## src/rtl/div_mon_pkg.sv

```systemverilog
// Shared types, default parameters and helpers for the divided-clock monitor.
package div_mon_pkg;

    typedef enum logic [1:0] {
        IDLE,
        ACQ,
        LOCKED
    } mon_state_t;

    localparam int DEF_CNT_W      = 8;
    localparam int DEF_EXP_PERIOD = 7;
    localparam int DEF_HIGH_MIN   = 3;
    localparam int DEF_HIGH_MAX   = 4;
    localparam int DEF_LOCK_COUNT = 4;
    localparam int DEF_TIMEOUT    = 14;

    // Increment that sticks at limit instead of wrapping.
    function automatic logic [31:0] sat_inc(input logic [31:0] value, input logic [31:0] limit);
        return (value >= limit) ? limit : value + 32'd1;
    endfunction

endpackage

```

## src/rtl/div_mon_edge_det.sv

```systemverilog
// Two-stage sampler of the divided clock producing rise/fall strobes and the sampled level.
module div_mon_edge_det (
    input  logic clk,
    input  logic rst,
    input  logic din,
    output logic rise,
    output logic fall,
    output logic level
);

    logic d1;
    logic d2;

    // Delay line: d1 is the sampled input, d2 is d1 one cycle older.
    always_ff @(posedge clk) begin
        if (rst) begin
            d1 <= 1'b0;
            d2 <= 1'b0;
        end else begin
            // NOTE: non-blocking so d2 picks up the previous d1, not the one written this edge.
            d1 <= din;
            d2 <= d1;
        end
    end

    assign rise  = d1 & ~d2;
    assign fall  = ~d1 & d2;
    assign level = d1;

endmodule

```

## src/rtl/div_clk_monitor.sv

```systemverilog
// Measures period and high time of a divided clock, tracks lock and raises sticky errors.
module div_clk_monitor
    import div_mon_pkg::*;
#(
    parameter int CNT_W      = DEF_CNT_W,
    parameter int EXP_PERIOD = DEF_EXP_PERIOD,
    parameter int HIGH_MIN   = DEF_HIGH_MIN,
    parameter int HIGH_MAX   = DEF_HIGH_MAX,
    parameter int LOCK_COUNT = DEF_LOCK_COUNT,
    parameter int TIMEOUT    = DEF_TIMEOUT
) (
    input  logic             clk,
    input  logic             rst,
    input  logic             div_clk_in,
    input  logic             clear_err,
    output logic [CNT_W-1:0] period_out,
    output logic [CNT_W-1:0] high_out,
    output logic             meas_valid,
    output logic             locked,
    output logic             err_period,
    output logic             err_high,
    output logic             stuck,
    output logic [7:0]       err_count
);

    localparam logic [CNT_W-1:0] CNT_MAX = '1;
    localparam int               GOOD_W  = $clog2(LOCK_COUNT + 1);

    logic             rise;
    logic             fall;
    logic             level;
    logic [CNT_W-1:0] period_cnt;
    logic [CNT_W-1:0] high_cnt;
    logic [CNT_W-1:0] high_lat;
    mon_state_t       state;
    mon_state_t       state_next;
    logic [GOOD_W-1:0] good_cnt;
    logic [GOOD_W-1:0] good_cnt_next;
    logic             meas_now;
    logic             period_ok;
    logic             high_ok;
    logic             good;
    logic             timeout;

    div_mon_edge_det u_edge (
        .clk   (clk),
        .rst   (rst),
        .din   (div_clk_in),
        .rise  (rise),
        .fall  (fall),
        .level (level)
    );

    // A rise only closes a measurement once an earlier rise has opened one.
    assign meas_now  = rise && (state != IDLE);
    assign period_ok = (period_cnt == CNT_W'(EXP_PERIOD));
    assign high_ok   = (high_lat >= CNT_W'(HIGH_MIN)) && (high_lat <= CNT_W'(HIGH_MAX));
    assign good      = period_ok && high_ok;
    // period_cnt passes TIMEOUT only once per gap, so this strobes a single cycle.
    assign timeout   = !rise && (period_cnt == CNT_W'(TIMEOUT));
    assign locked    = (state == LOCKED);

    // Period and high-time counters; high time is latched on the falling edge.
    always_ff @(posedge clk) begin
        if (rst) begin
            period_cnt <= '0;
            high_cnt   <= '0;
            high_lat   <= '0;
        end else begin
            if (rise) period_cnt <= CNT_W'(1);
            else      period_cnt <= CNT_W'(sat_inc(32'(period_cnt), 32'(CNT_MAX)));

            if (rise)       high_cnt <= CNT_W'(1);
            else if (level) high_cnt <= CNT_W'(sat_inc(32'(high_cnt), 32'(CNT_MAX)));

            if (fall) high_lat <= high_cnt;
        end
    end

    // Measurement outputs, updated on every rise that completes a period.
    always_ff @(posedge clk) begin
        if (rst) begin
            period_out <= '0;
            high_out   <= '0;
            meas_valid <= 1'b0;
        end else begin
            meas_valid <= meas_now;
            if (meas_now) begin
                period_out <= period_cnt;
                high_out   <= high_lat;
            end
        end
    end

    // Lock FSM state and good-period run length.
    always_ff @(posedge clk) begin
        if (rst) begin
            state    <= IDLE;
            good_cnt <= '0;
        end else begin
            state    <= state_next;
            good_cnt <= good_cnt_next;
        end
    end

    // Lock FSM transitions: a timeout overrides everything and returns to IDLE.
    always_comb begin
        // NOTE: defaults first so every path assigns both outputs and no latch is inferred.
        state_next    = state;
        good_cnt_next = good_cnt;
        if (timeout) begin
            state_next    = IDLE;
            good_cnt_next = '0;
        end else if (rise) begin
            case (state)
                IDLE: begin
                    state_next    = ACQ;
                    good_cnt_next = '0;
                end
                ACQ: begin
                    if (!good) begin
                        good_cnt_next = '0;
                    end else if (good_cnt + GOOD_W'(1) == GOOD_W'(LOCK_COUNT)) begin
                        state_next    = LOCKED;
                        good_cnt_next = '0;
                    end else begin
                        good_cnt_next = good_cnt + GOOD_W'(1);
                    end
                end
                LOCKED: begin
                    if (!good) begin
                        state_next    = ACQ;
                        good_cnt_next = '0;
                    end
                end
                default: begin
                    state_next    = IDLE;
                    good_cnt_next = '0;
                end
            endcase
        end
    end

    // Sticky error flags and count; a new error in the clear cycle overrides the clear.
    always_ff @(posedge clk) begin
        if (rst) begin
            err_period <= 1'b0;
            err_high   <= 1'b0;
            stuck      <= 1'b0;
            err_count  <= '0;
        end else begin
            if (clear_err) begin
                err_period <= 1'b0;
                err_high   <= 1'b0;
                stuck      <= 1'b0;
                err_count  <= '0;
            end
            if (meas_now && !good) begin
                if (!period_ok) err_period <= 1'b1;
                if (!high_ok)   err_high   <= 1'b1;
                err_count <= clear_err ? 8'd1 : 8'(sat_inc(32'(err_count), 32'd255));
            end
            if (timeout) stuck <= 1'b1;
        end
    end

endmodule

```

## config.mk

```make
export PLATFORM = sky130hd
export DESIGN_NAME = div_clk_monitor
export DESIGN_NICKNAME = d
export VERILOG_FILES = /design/src/rtl/div_mon_pkg.sv /design/src/rtl/div_mon_edge_det.sv /design/src/rtl/div_clk_monitor.sv
export SDC_FILE = /design/constraint.sdc
export NUM_CORES = 1
export LEC_CHECK = 0
export BUFFER_PORTS_ARGS = -buffer_cell sky130_fd_sc_hd__buf_2
export CORE_MARGIN = 3
export CORE_UTILIZATION = 45
export CTS_BUF_LIST = sky130_fd_sc_hd__clkbuf_4 sky130_fd_sc_hd__clkbuf_8
export DETAILED_ROUTE_END_ITERATION = 8
export SLEW_MARGIN = 20
export SYNTH_ARGS = -nofsm -noshare
export SYNTH_HDL_FRONTEND = slang
export SYNTH_HIERARCHICAL = 1
export SYNTH_SLANG_ARGS = --single-unit
```

## constraint.sdc

```tcl
create_clock -name clk -period 3 [get_ports clk]
set_clock_uncertainty 0.2 [all_clocks]
set_input_delay 0.15 -clock clk [delete_from_list [all_inputs] [get_ports clk]]
set_output_delay 0.15 -clock clk [all_outputs]
set_load 0.02 [all_outputs]
```

==> results of run 1 <==
[sequential cells by signal (all words and copies together) (netlist names)]
name          cells
meas_valid        1
high_lat          8
stuck             1
high_cnt          8
state             2
u_edge/level      1
high_out          8
err_high          1
u_edge/d2         1
good_cnt          3
period_cnt        8
period_out        8
err_period        1
err_count         8
[worst max-delay path: cells and delay by family, from the launching register on]
family | cells | cell delay [ns]
flops | 1 | 0.49
compound gates | 3 | 0.87
simple gates | 2 | 0.92
[final cells by class]
class	count	area (um^2)	area share, %
clock buffers	13	178.9	5.894
clock inverters	1	7.507	0.2473
inverters	7	26.28	0.8656
multi-input cells	224	1364	44.93
flip-flops and latches	59	1181	38.91
well taps	72	90.09	2.968
repair buffers	35	187.7	6.183
[layout by cell type, fill, tap and decap left out, drive strengths merged, types with 3 or more instances in the layout]
master and count:
nand2 47, a31oi 4, nor3 9, o21ai 6, ha 6, o211a 4, nand4 5, a21oi 32
or2 3, nor2 27, mux2i 10, a211oi 6, nor2b 8, xor2 3, nand3 11, and3b 3
o211ai 3, and4 3, dfxtp 59, clkbuf 13, nand2b 3, inv 7, and3 7, buf 33
[what timing repair did]
| item | CTS | global route |
|---|---|---|
| endpoints found under the hold margin | 7 | 0 |
| setup endpoints to repair | 0 | 0 |
| setup buffers | 0 | 0 |
| hold buffers | 2 | 0 |
[per-layer routing]
metal  GRT usage, %  vias to the layer above
met3          4.881                       12
met4          9.150                        0
met2          26.44                       60
met1          25.90                     1056
met5              0                        -
li1               -                     1157
[logic make-up after synthesis]
logic type / after synthesis / synth area share, %
XOR/XNOR: 5 / 1.661
flip-flops: 59 / 44.78
AO/OA/AOI/OAI: 72 / 18.45
adder cells (fa/ha/maj): 6 / 2.846
AND/OR/NAND/NOR: 131 / 24.67
buffers and inverters: 24 / 3.795
multiplexers: 10 / 3.795
[power by group]
group	internal, uW	switching [uW]	total [uW]
logic	20.5	37.4	57.9
clock network	381	302	683
registers	792	11.9	804
[path summary, 6_finish.rpt]
| kind | endpoint | slack [ns] | cells after the start |
|---|---|---|---|
| hold / removal | high_lat[2] | 0.12 | 2 |
| setup / recovery | state[0] | 0.44 | 5 |
| hold reg to reg | high_out[5] | 0.25 | 2 |
| setup reg to reg | state[0] | 0.44 | 5 |
[through the flow]
step | setup slack, ns | instance area [um^2] | hold WS, ns
after floorplan | 1.127 | 2638 | 0.02161
after detailed placement | 0.5308 | 2821 | 0.2404
final | 0.4368 | 3035 | 0.1235
after global placement | 0.6201 | 2821 | 0.2267
after CTS | 0.5236 | 3028 | 0.1237
after global routing | 0.1153 | 3035 | 0.1669
==> results by group, run 1 <==
Timing
  – Final hold viol count: 0
  – Setup TNS: 0 ns
  – Period utilization: 85.44%
  – Fmax achieved: 390.1 MHz
  – Post-layout min period: 2.563 ns
  – RSZ-0062 raised after global routing: false
  – Final Max Slew Viols: 0
  – Setup violators final: 0
  – Slew HR: 38.57%
  – Worst-margin pin slew: between 0.9 and 1 ns

Route
  – DRC: 0
  – DRT Pass-1 Iters: 4
  – Metal2 WL: 2555 um
  – Routed vias: around 2300
  – DRT met1 WL: roughly 2800 um
  – DRT antenna net count: 0
  – Metal3 WL: between 200 and 300 um
  – Avg WL per Cell: 14.13 um
  – DRT Wirelength: 5808 um
  – Max layer used: met4
  – Vias per cell: 5.560
  – 1st-iter DRT viols: approximately 130

Synth
  – Average size of a mapped cell: 8.591 um^2
  – Register area share after synthesis: about 45%
  – Synth cell types: 45
  – Most frequent cell after synthesis: dfxtp_1
  – Net count after synthesis: approximately 320
  – Post-synthesis register bit count: 59
  – Top FF cell, synth: dfxtp_1
  – Mapped Area: 0.002638 mm^2
  – Yosys Warn Count: 6
  – Synth Instances: 307
  – Synth area leader: dfxtp_1
  – Largest cells by area after synthesis: dfxtp_1, nand2_1, a21oi_1
  – Post-synth EDFFs: 0
  – Asr flop ratio synth: 0%
  – Top-area cell type share of the netlist area: around 45%
  – Synth top cells by count: dfxtp_1, nand2_1, a21oi_1, nor2_1, clkbuf_1

Clock network
  – Longest Clk Path Bufs: 2
  – Root buf cell: clkbuf_8
  – Reg clk slew, reported paths: 0.07 ns
  – Post-CTS Resized: 0
  – Clk Latency, worst-skew pair: 0.33 ns
  – CTS H-tree depth: 3
  – Clk sinks: 59
  – CTS buffer count: 9
  – CTS tree: done

Setup path
  – Slowest cell on crit path: nor2b_1
  – Worst Setup Start Kind: flop
  – CP max stage delay: roughly 0.63 ns
  – Setup Crit Path Kind: flop to flop
  – Crit end category: flop
  – CP Max Fanout: 10
  – Data arrival, critical path: 2.61 ns
  – Worst setup path start: u_edge/level
  – Required time worst endpoint: 3.05 ns
  – Worst-path cell chain: nor2b_1 > and4b_1 > a21oi_1 > o21ai_0 > a311oi_1
  – FF-to-FF Start: u_edge/level

GRT
  – GR Overflow Total: 0
  – Initial antenna violation count: 0
  – Vias in the first global route: 2010
  – Largest net degree at the start of global routing: 39
  – First-pass GRT wire length: 9535 um
  – Total GRT Usage: 18.61%

Die
  – Initial Util: between 40% and 50%
  – I/O pin total: 33
  – Die footprint: 0.006816 mm^2
  – Die W: around 83 um
  – Core area: 0.005574 mm^2
  – Die Y: 82.56 um
  – Std-Cell Rows: 27

Final layout
  – # nets final: ~350
  – # diodes: 0
  – Filler Cells Inserted: 529
  – Post-route insts no fill: 411
  – Share of cells above drive strength 1: 16.52%
  – Area Growth Syn to Fin: 15.09%
  – Final Util: 54.46%

Power and ir drop
  – Tot Pwr: 1546 uW
  – Power per Cell Area: 509.2 mW/mm^2
  – Peak supply drop: about 0.00030 V
  – Leakage: 0.001231 uW

Placement
  – Placer Congestion: 0.7807
  – Port buffer count: 32
  – Placed Cells: 395
  – Dpl hpwl: 3916 um

Worst hold path
  – Min-Delay Path Class: input pin to flop
  – Hold_sp: rst

Status
  – Status: complete, no violations

Run
  – Max cap viols: 0
No activity file was read; power rests on OpenSTA's default activity.
==> inputs of run 2 (changes only) <==
- BUFFER_PORTS_ARGS: -buffer_cell sky130_fd_sc_hd__buf_2 -> -buffer_cell sky130_fd_sc_hd__clkbuf_2
==> run 2 against run 1 <==
  * Worst hold slack worse by 0.0098 ns
  * Clock power up 5.4%
  * Maximum frequency fell by 0.46%
  * Sequential share of layout area fell by 0.24 points
  * Non-clock buffer count increased by 1
  * Wire length down 0.69%
  * Largest cell class unchanged
==> results by group, run 2 (same netlist as run 1, synthesis figures left out) <==
Power and ir drop
  – Internal: roughly 1200 uW
  – Power per Cell Area: 518.4 mW/mm^2
  – Peak supply drop: roughly 0.00035 V
  – Clk pwr share: 45.5%
  – Gate power share: 3.7%
  – Leakage: around 0.0012 uW
  – Sequential Power Share: between 50% and 60%
  – Switching pwr: 359.0 uW
  – Switching share of power: roughly 23%

Final layout
  – Filler Cells Inserted: 522
  – Area Growth Syn to Fin: 15.80%
  – # nets final: 347
  – Commonest non-fill, non-tap cells in the layout: dfxtp_1, nand2_1, a21oi_1, clkbuf_2, nor2_1
  – Commonest non-fill, non-tap cell in the layout: dfxtp_1
  – Share of cells above drive strength 1: 17.25%
  – Final Instance Area: 0.003054 mm^2
  – # diodes: 0

Route
  – Vias per cell: 5.500
  – 1st-iter DRT viols: 77
  – DRT antenna net count: 0
  – Avg WL per Cell: 13.93 um
  – DRT Wirelength: ~5800 um
  – DRT Pass-1 Iters: 4
  – DRC: 0
  – Routed vias: 2277

Clock network
  – Clk sinks: slightly below 60
  – Root buf cell: clkbuf_8
  – CTS H-tree depth: 3
  – Clk Latency, worst-skew pair: 0.33 ns
  – Longest Clk Path Bufs: 2
  – CTS buffer count: 9
  – Postcts setup bufs: 0
  – Reg clk slew, reported paths: around 0.060 ns
  – CTS tree: done

Setup path
  – Crit end category: flop
  – CP Max Fanout: 10
  – Worst-path cell chain: nor2b_1 > and4b_1 > a21oi_1 > o21ai_0 > a311oi_1
  – Setup Crit Path Kind: flop to flop
  – Worst Setup Start Kind: flop
  – Required time worst endpoint: a little over 3 ns
  – CP max stage delay: 0.62 ns
  – Data arrival, critical path: ~2.6 ns
  – CP delay by family, top: simple AND/OR/NAND/NOR gates
  – Buffers plus inverters on the worst setup path: 0
  – Slowest cell on crit path: nor2b_1

Timing
  – Setup violators final: 0
  – Fmax achieved: 388.4 MHz
  – RSZ-0062 raised after global routing: false
  – Final hold viol count: 0
  – Period utilization: 85.83%
  – Slew HR: 38.91%
  – Final Max Slew Viols: 0
  – Post-layout min period: 2.575 ns
  – Setup TNS: 0 ns
  – Worst-margin pin slew: 0.9145 ns

Die
  – Std-Cell Rows: 27
  – Die Y: 82.56 um
  – Core area: 0.005574 mm^2
  – Die W: 82.56 um
  – I/O pin total: 33
  – Die footprint: 0.006816 mm^2
  – Initial Util: 47.32%

Placement
  – Placer Congestion: 0.7834
  – Dpl hpwl: 3908 um
  – Port buffer count: 32
  – DP Area: roughly 0.0028 mm^2

GRT
  – Initial antenna violation count: 0
  – GR Overflow Total: 0
  – Largest net degree at the start of global routing: 26
  – Vias in the first global route: 2030
  – First-pass GRT wire length: 9680 um
  – Total GRT Usage: 18.55%

Worst hold path
  – Min-Delay Path Class: input pin to flop

Status
  – Status: complete, no violations

Run
  – Max cap viols: 0
run 2: changes by cell type in the layout (fill, tap and decap cells not counted), sizes merged:
cell / previous run / this run
clkbuf: 13 / 43
buf: 33 / 2
clkinv: 0 / 3
bufinv: 0 / 1
run 2: layout make-up:
class | count | area [um^2] | area share (%)
clock buffers | 11 | 145.1 | 4.752
clock inverters | 5 | 52.55 | 1.721
inverters | 7 | 26.28 | 0.8603
multi-input cells | 224 | 1364 | 44.65
flip-flops and latches | 59 | 1181 | 38.67
well taps | 72 | 90.09 | 2.950
repair buffers | 36 | 195.2 | 6.391
run 2: power by group through the flow:
stage	clock network, uW	logic (uW)	registers [uW]
after floorplan	0	45.1	818
after global placement	0	56.8	821
after detailed placement	0	56.7	821
after CTS	739	59.0	804
after global routing	771	65.8	806
final	720	59.0	804
run 2: metal layers:
metal | GRT usage [%] | part of all wire (%)
met1 | 26.23 | 50
met2 | 26.20 | 43
met3 | 3.254 | 4.0
met4 | 10.78 | 2.8
met5 | 0 | 0
run 2: timing repair:
| action | CTS | global route |
|---|---|---|
| hold buffers | 2 | 0 |
| gates resized for setup | 0 | 0 |
| endpoints found under the hold margin | 5 | 0 |
run 2: final timing paths:
kind	start	to	slack [ns]	depth (start not counted)
max reg2reg	u_edge/level	state[0]	0.43	5
max	u_edge/level	state[0]	0.43	5
min reg2reg	high_out[5]	high_out[5]	0.25	2
min	rst	stuck	0.11	2
run 2: through the flow:
step	worst slack (ns)	instances	power [uW]	util (%)	hold slack [ns]
2_1_floorplan	1.127	307	863.6	-	0.02161
3_3_place_gp	0.6154	396	878.2	50.75	0.2157
3_5_place_dp	0.5329	396	878.2	50.75	0.1945
4_1_cts	0.5067	414	1602	54.66	0.1117
5_1_grt	0.1388	414	1643	54.79	0.1466
6_report	0.4250	414	1583	54.79	0.1137
==> inputs of run 3 (changes only) <==
- REMOVE_ABC_BUFFERS: default -> 1
==> run 3 against run 2 <==
  * Final cell count up 0.48%
  * Sequential cell count unchanged
  * Sequential power about the same
  * First-iteration DRC count up 27%
  * Core utilization up 0.38 points
  * Largest cell class unchanged
  * Final area up 0.70%
  * Highest routed layer unchanged
  * Via count up 0.61%
  * Worst hold slack better by 0.059 ns
  * Register-to-register slack better by 0.29 ns
  * Count of clock-buffer cells in the layout down 1
  * Sequential share of layout area down 0.27 points
==> results by group, run 3 (same netlist as run 1, synthesis figures left out) <==
Final layout
  – Area Growth Syn to Fin: 16.60%
  – Share of cells above drive strength 1: 17.73%
  – Filler Cells Inserted: ~550
  – Commonest non-fill, non-tap cells in the layout: dfxtp_1, nand2_1, a21oi_1, clkbuf_2, nor2_1
  – Post-route insts no fill: 416
  – # diodes: 0
  – # nets final: 349
  – Commonest non-fill, non-tap cell in the layout: dfxtp_1

Setup path
  – CP delay by family, top: compound AO/OA/AOI/OAI gates
  – Crit end category: flop
  – Data arrival, critical path: 2.32 ns
  – Worst Setup Start Kind: flop
  – Setup Crit Path Kind: flop to flop
  – Slowest cell on crit path: dfxtp_1
  – Buffers plus inverters on the worst setup path: 1
  – CP Max Fanout: 10
  – CP max stage delay: slightly below 0.5 ns
  – Worst-path cell chain: nor2b_1 > and4b_1 > a21oi_1 > inv_1 > o32ai_1
  – Required time worst endpoint: 3.03 ns
  – Slack of the worst reg-to-reg path: 0.71 ns

GRT
  – First-pass GRT wire length: 9577 um
  – Largest net degree at the start of global routing: 27
  – GR Overflow Total: 0
  – Vias in the first global route: between 2000 and 2500
  – Total GRT Usage: 18.57%
  – Initial antenna violation count: 0

Timing
  – Worst hold slack: 0.1727 ns
  – Fmax achieved: 436.8 MHz
  – Post-layout min period: 2.289 ns
  – Slew HR: between 30% and 40%
  – Final hold viol count: 0
  – Setup TNS: 0 ns
  – Worst-margin pin slew: just over 0.9 ns
  – RSZ-0062 raised after global routing: false
  – Setup violators final: 0
  – Final Max Slew Viols: 0
  – Period utilization: 76.31%

Die
  – I/O pin total: 33
  – Die Y: 82.56 um
  – Std-Cell Rows: 27
  – Die footprint: 0.006816 mm^2
  – Core area: 0.005574 mm^2
  – Initial Util: 47.32%
  – Die W: 82.56 um

Clock network
  – CTS H-tree depth: 3
  – Reg clk slew, reported paths: 0.06 ns
  – Longest Clk Path Bufs: 2
  – CTS buffer count: 9
  – Postcts setup bufs: 0
  – CTS tree: done
  – Clk Latency, worst-skew pair: 0.34 ns
  – Clk sinks: 59
  – Root buf cell: clkbuf_8

Route
  – DRT Wirelength: approximately 5800 um
  – Max layer used: met4
  – DRT antenna net count: 0
  – Vias per cell: 5.507
  – Avg WL per Cell: 13.91 um
  – Metal2 WL: between 2000 and 3000 um
  – DRT met1 WL: 2734 um
  – DRT Pass-1 Iters: 4
  – DRC: 0
  – Metal3 WL: ~250 um
  – 1st-iter DRT viols: 98
  – Routed vias: 2291

Power and ir drop
  – Gate power share: under 10%
  – Peak supply drop: 0.0002811 V
  – Leakage: 0.001237 uW
  – Switching pwr: 355.8 uW
  – Switching share of power: 21.68%
  – Sequential Power Share: 49.0%
  – Internal: 1285 uW
  – Clk pwr share: 47.3%
  – Tot Pwr: between 1500 and 2000 uW
  – Power per Cell Area: between 500 and 600 mW/mm^2

Worst hold path
  – Min-Delay Path Class: input pin to flop

Run
  – Max cap viols: 0

Placement
  – Port buffer count: 32
  – Placed Cells: 398
  – Placer Congestion: approximately 0.76
  – Dpl hpwl: between 3000 and 4000 um

Status
  – Status: complete, no violations
run 3: cell types whose count changed in the layout (fill, tap and decap cells not counted):
cell        delta
buf_4          +2
bufinv_16      +1
clkbuf_8       -1
clkinv_2       +1
clkinvlp_4     -1
o21ai_2        +1
o21ai_4        -1
run 3: worst paths after layout:
kind / startpoint / to / cells after the start
max: u_edge/level / state[1] / 5
min: rst / high_lat[0] / 2
max reg2reg: u_edge/level / state[1] / 5
min reg2reg: high_out[4] / high_out[4] / 2
run 3: timing repair:
item                      in CTS  in global routing
hold endpoints to repair       3                  0
hold buffers                   2                  0
resized for setup              0                  0
run 3: metal layers:
metal  vias up  global-route usage, %
met2        47                  29.41
met1      1074                  23.83
met3         2                  3.905
met4         0                  9.314
met5         -                      0
li1       1168                      -
run 3: cell type report:
cell class | count | area (um^2) | share of cell area (%)
inverter | 7 | 26.28 | 0.8544
multi-input combinational | 224 | 1356 | 44.10
clock inverter | 6 | 80.08 | 2.604
tap | 72 | 90.09 | 2.929
timing repair buffer | 38 | 210.2 | 6.835
clock buffer | 10 | 131.4 | 4.272
sequential | 59 | 1181 | 38.41
run 3: per-stage QoR:
step	utilization, %	setup WS [ns]	area [um^2]
after floorplan	-	0.7760	2564
final	55.17	0.7107	3075
after detailed placement	51.02	0.7169	2844
after global placement	51.02	0.8574	2844
after global routing	55.17	0.4308	3075
after CTS	55.17	0.7090	3075
run 3: power by group through the flow:
stage	logic, uW	registers (uW)	clock network (uW)
5_1_grt	67.9	806	837
3_3_place_gp	58.6	821	0
6_report	60.4	804	777
4_1_cts	61.0	803	799
3_5_place_dp	58.8	821	0
2_1_floorplan	32.8	821	0
